[src/rtl/adder_pkg.sv]
// Shared constants and state type for the byte-serial multi-precision adder.
package adder_pkg;

  localparam int unsigned BYTE_W = 8;

  typedef enum logic [0:0] {
    IDLE,
    RUN
  } state_e;

endpackage

[src/rtl/byte_serial_adder_csa.sv]
// 8-bit carry-select adder: ripple low nibble, high nibble precomputed for both carries.
module byte_serial_adder_csa
  import adder_pkg::*;
(
  input  logic [BYTE_W-1:0] a,
  input  logic [BYTE_W-1:0] b,
  input  logic              cin,
  output logic [BYTE_W-1:0] sum,
  output logic              cout
);

  localparam int unsigned HalfW = BYTE_W / 2;

  logic [HalfW:0] lo;
  logic [HalfW:0] hi0;
  logic [HalfW:0] hi1;

  assign lo  = {1'b0, a[HalfW-1:0]} + {1'b0, b[HalfW-1:0]} + {{HalfW{1'b0}}, cin};
  assign hi0 = {1'b0, a[BYTE_W-1:HalfW]} + {1'b0, b[BYTE_W-1:HalfW]};
  assign hi1 = {1'b0, a[BYTE_W-1:HalfW]} + {1'b0, b[BYTE_W-1:HalfW]} + {{HalfW{1'b0}}, 1'b1};

  // Low-nibble carry picks the precomputed high half.
  assign sum  = {(lo[HalfW] ? hi1[HalfW-1:0] : hi0[HalfW-1:0]), lo[HalfW-1:0]};
  assign cout = lo[HalfW] ? hi1[HalfW] : hi0[HalfW];

endmodule

[src/rtl/byte_serial_adder.sv]
// Byte-serial multi-precision adder: LSB byte first, carry chained across beats,
// one registered result byte per accepted input byte.
module byte_serial_adder
  import adder_pkg::*;
#(
  parameter int unsigned NUM_BYTES = 4
) (
  input  logic              clk,
  input  logic              rst,
  input  logic              in_valid,
  output logic              in_ready,
  input  logic [BYTE_W-1:0] in_a,
  input  logic [BYTE_W-1:0] in_b,
  input  logic              in_cin,
  output logic              out_valid,
  input  logic              out_ready,
  output logic [BYTE_W-1:0] out_sum,
  output logic              out_last,
  output logic              out_cout,
  output logic              out_ovf
);

  localparam int unsigned CntW = (NUM_BYTES > 1) ? $clog2(NUM_BYTES) : 1;
  localparam logic [CntW-1:0] LastCnt = CntW'(NUM_BYTES - 1);

  state_e            state_q;
  logic [CntW-1:0]   cnt_q;
  logic              carry_q;

  logic              in_fire;
  logic              out_fire;
  logic              add_cin;
  logic [BYTE_W-1:0] add_sum;
  logic              add_cout;
  logic              is_last;
  logic              ovf;

  assign in_ready = !out_valid || out_ready;
  assign in_fire  = in_valid && in_ready;
  assign out_fire = out_valid && out_ready;

  // Byte 0 always takes the external carry, so nothing leaks between operations.
  assign add_cin = (state_q == IDLE) ? in_cin : carry_q;
  assign is_last = (state_q == IDLE) ? (NUM_BYTES == 1) : (cnt_q == LastCnt);
  assign ovf     = (in_a[BYTE_W-1] == in_b[BYTE_W-1]) && (add_sum[BYTE_W-1] != in_a[BYTE_W-1]);

  byte_serial_adder_csa u_csa (
    .a    (in_a),
    .b    (in_b),
    .cin  (add_cin),
    .sum  (add_sum),
    .cout (add_cout)
  );

  always_ff @(posedge clk) begin
    if (rst) begin
      state_q   <= IDLE;
      cnt_q     <= '0;
      carry_q   <= 1'b0;
      out_valid <= 1'b0;
      out_sum   <= '0;
      out_last  <= 1'b0;
      out_cout  <= 1'b0;
      out_ovf   <= 1'b0;
    end else if (in_fire) begin
      carry_q   <= add_cout;
      out_valid <= 1'b1;
      out_sum   <= add_sum;
      out_last  <= is_last;
      out_cout  <= is_last && add_cout;
      out_ovf   <= is_last && ovf;
      if (is_last) begin
        state_q <= IDLE;
        cnt_q   <= '0;
      end else begin
        state_q <= RUN;
        cnt_q   <= cnt_q + CntW'(1);
      end
    end else if (out_fire) begin
      out_valid <= 1'b0;
    end
  end

endmodule
[config.mk]
export PLATFORM = sky130hd
export DESIGN_NAME = byte_serial_adder
export DESIGN_NICKNAME = d
export VERILOG_FILES = /design/src/rtl/adder_pkg.sv /design/src/rtl/byte_serial_adder_csa.sv /design/src/rtl/byte_serial_adder.sv
export SDC_FILE = /design/constraint.sdc
export NUM_CORES = 1
export LEC_CHECK = 0
export CORE_MARGIN = 3
export CORE_UTILIZATION = 45
export CTS_CLUSTER_DIAMETER = 60
export DETAILED_ROUTE_END_ITERATION = 7
export GPL_ROUTABILITY_DRIVEN = 0
export MAX_ROUTING_LAYER = met4
export PLACE_DENSITY = 0.8
export SYNTH_ARGS = -nofsm -noshare
export SYNTH_HDL_FRONTEND = slang
export SYNTH_SLANG_ARGS = --single-unit
[constraint.sdc]
create_clock -name clk -period 2.3 [get_ports clk]
set_input_delay 0.345 -clock clk [delete_from_list [all_inputs] [get_ports clk]]
set_output_delay 0.345 -clock clk [all_outputs]
set_load 0.02 [all_outputs]
==> metrics.txt <==
status completed; DR DRC count 0; Least-Margin Pin Slew 0.442 ns; drt first-iter violations 18; top post-synthesis cells by area dfxtp_1 (32%), ha_1 (11%), nand2_1 (6.3%), a21oi_1 (5.9%), fa_1 (5.9%); sequential cell area fraction in the yosys report 31.6%; Post-synth EDFFs 0; clk root buf clkbuf_4; post-synthesis net count 148; crit path time final 2.16 ns; Clock Latency Late Sink 0.29 ns; Leakage 0.619 nW; Yosys warning count 0; CTS Buf Count 3; reg2reg start state_q; placed insts 178; FP Rows 16; Synth async-reset ratio 0%; Yosys top cell by area dfxtp_1; number of global-route vias before repair 947; main flop type after synthesis dfxtp_1; first-pass GRT wire length 3890 um; Worst slew margin 70.5%; Final nets 190; P per Cell Area 528 nW/um2; ANT nets after route 0; worst vdd ir 0.000411 V; Worst setup SP type input port; H-Tree Depth 1; WL final 2320 um; area share of the largest cell type after synthesis 31.6%; Util after Layout 72.5%; I/O Buffers 33; CP max FO 4; Critical Path AT 2.34 ns; Final Skew 0.00371 ns; crit end category register; synthesis-to-layout area growth 46.0%; RSZ-0062 raised after global routing false; clock sinks 16; final period utilization 94.1%; DR pass1 iterations 4; Detailed Place HPWL 1800 um; Min Hold Slack 0.461 ns; cell area after synthesis 1010 um2; Total GRT Usage 19.7%; Initial Utilization 49.6%; data required time of the critical path 2.47 ns; clock-pin slew on the worst setup and hold paths 0.10 ns; Hold Violations, Final 0; Mapped Cells 115; WL/cell 12.7 um; Peak Freq 462 MHz; Worst Hold Class register to register; overall power 0.781 mW; Filler Cells Inserted 168; CTS tree yes; vias per cell 5.13; CTS max path bufs 2; syn_area_per_cell 8.81 um2; Seq cells post-synth 16; count of pins over their slew limit 0; detailed-route via count 938; max_cap viols 0; die footprint 2860 um2; Die Y 53.5 um; grt total ovfl 0; Ports 34; largest net degree at the start of global routing 15; final setup vio count 0; Worst Setup SP in_b[0]; path type of the worst setup path input port to register; die width 53.5 um; distinct cell type count after synthesis 37; floorplan core area 2040 um2; proportion of layout cells with a drive suffix above 1 15.4%; n_diodes 0; initial antenna violation count 0; worst hold start out_sum[6]; Post-Layout Cell Count 183
[final timing paths]
kind	endpoint	slack, ns	cells past startpoint
setup / recovery	out_ovf	0.14	10
hold / removal	out_sum[6]	0.46	2
setup reg to reg	out_ovf	0.14	9
hold reg to reg	out_sum[6]	0.46	2
[placed cells by master, fill, tap and decap left out, types with 2 or more instances in the layout]
cell             instances
clkdlybuf4s50_1         31
a211oi_1                 2
nand3_1                  4
nor2_1                   7
and2_1                   2
nor3_1                   4
inv_2                    2
clkbuf_4                 3
fa_2                     2
nand2_1                 17
ha_1                     9
xnor2_1                  4
dlymetal6s2s_1           2
nor3b_1                  2
dfxtp_1                 15
inv_1                    3
buf_4                    9
a21oi_1                 12
nand3b_1                 2
o21ai_0                  2
[synthesized netlist by cell type (all sizes together) (3+ instances only)]
| master | n |
|---|---|
| a211oi | 3 |
| a21oi | 12 |
| buf | 4 |
| dfxtp | 16 |
| fa | 3 |
| ha | 9 |
| inv | 5 |
| nand2 | 17 |
| nand3 | 5 |
| nor2 | 7 |
| nor3 | 4 |
| xnor2 | 4 |
[metal layers]
metal  share of wire [%]  up-vias  GRT usage (%)
met3                 3.9        4           2.54
li1                    -      488              -
met4                 1.6        0           8.94
met5                   0        -              -
met1                  40      425           20.1
met2                  54       21           36.7
[critical path: stages]
cell	delay, ns
clkdlybuf4s50_1	0.45
inv_1	0.04
fa_2	0.34
inv_2	0.07
fa_2	0.23
nand3_4	0.09
a211oi_2	0.23
xnor3_1	0.27
xnor2_1	0.18
o22ai_1	0.08
[sequential cells by signal, summed over array words and instances (netlist names)]
name       flops
out_cout       1
out_ovf        1
carry_q        1
out_sum        8
out_last       1
state_q        1
cnt_q          2
out_valid      1
[cell type report]
type                            instances  area, um2  share of cell area [%]
Tap cell                               27       33.8                    2.28
Clock buffer                            4       36.3                    2.45
Timing Repair Buffer                   42        403                    27.2
Inverter                                5       18.8                    1.27
Multi-Input combinational cell         89        667                    45.1
Sequential cell                        16        322                    21.7
[cells by family (layout without fill, tap and decap cells)]
group	Yosys count	count (layout)	share of synthesized area [%]
muxes	1	1	0.988
DFF	16	16	31.6
buffers and inverters	10	51	5.06
xor gates and xnor gates	6	6	6.54
and+or+nand+nor	45	45	23.0
AOI/OAI and AO/OA	25	25	15.8
adders and majority gates	12	12	17.0
[per-stage QoR]
stage | instance area (um2) | setup TNS [ns] | setup slack (ns)
after CTS | 1450 | 0 | 0.00730
final | 1480 | 0 | 0.137
after global routing | 1480 | 0 | 0.0163
after global placement | 1410 | -1.14 | -0.286
after detailed placement | 1410 | -1.49 | -0.355
after floorplan | 1010 | 0 | 0.200
[where the power goes]
group | total, mW | switching (mW) | internal [mW]
registers | 0.311 | 0.0121 | 0.299
clock network | 0.189 | 0.0926 | 0.0965
logic | 0.282 | 0.132 | 0.150
total | 0.781 | 0.237 | 0.545
[what timing repair did]
item	CTS	global route
setup buffers	0	1
hold buffers	0	0
pin swaps	0	5
gates cloned	0	0
resized for setup	2	9
setup endpoints to repair	3	4
Note: power is estimated with default switching activity, not from simulation.
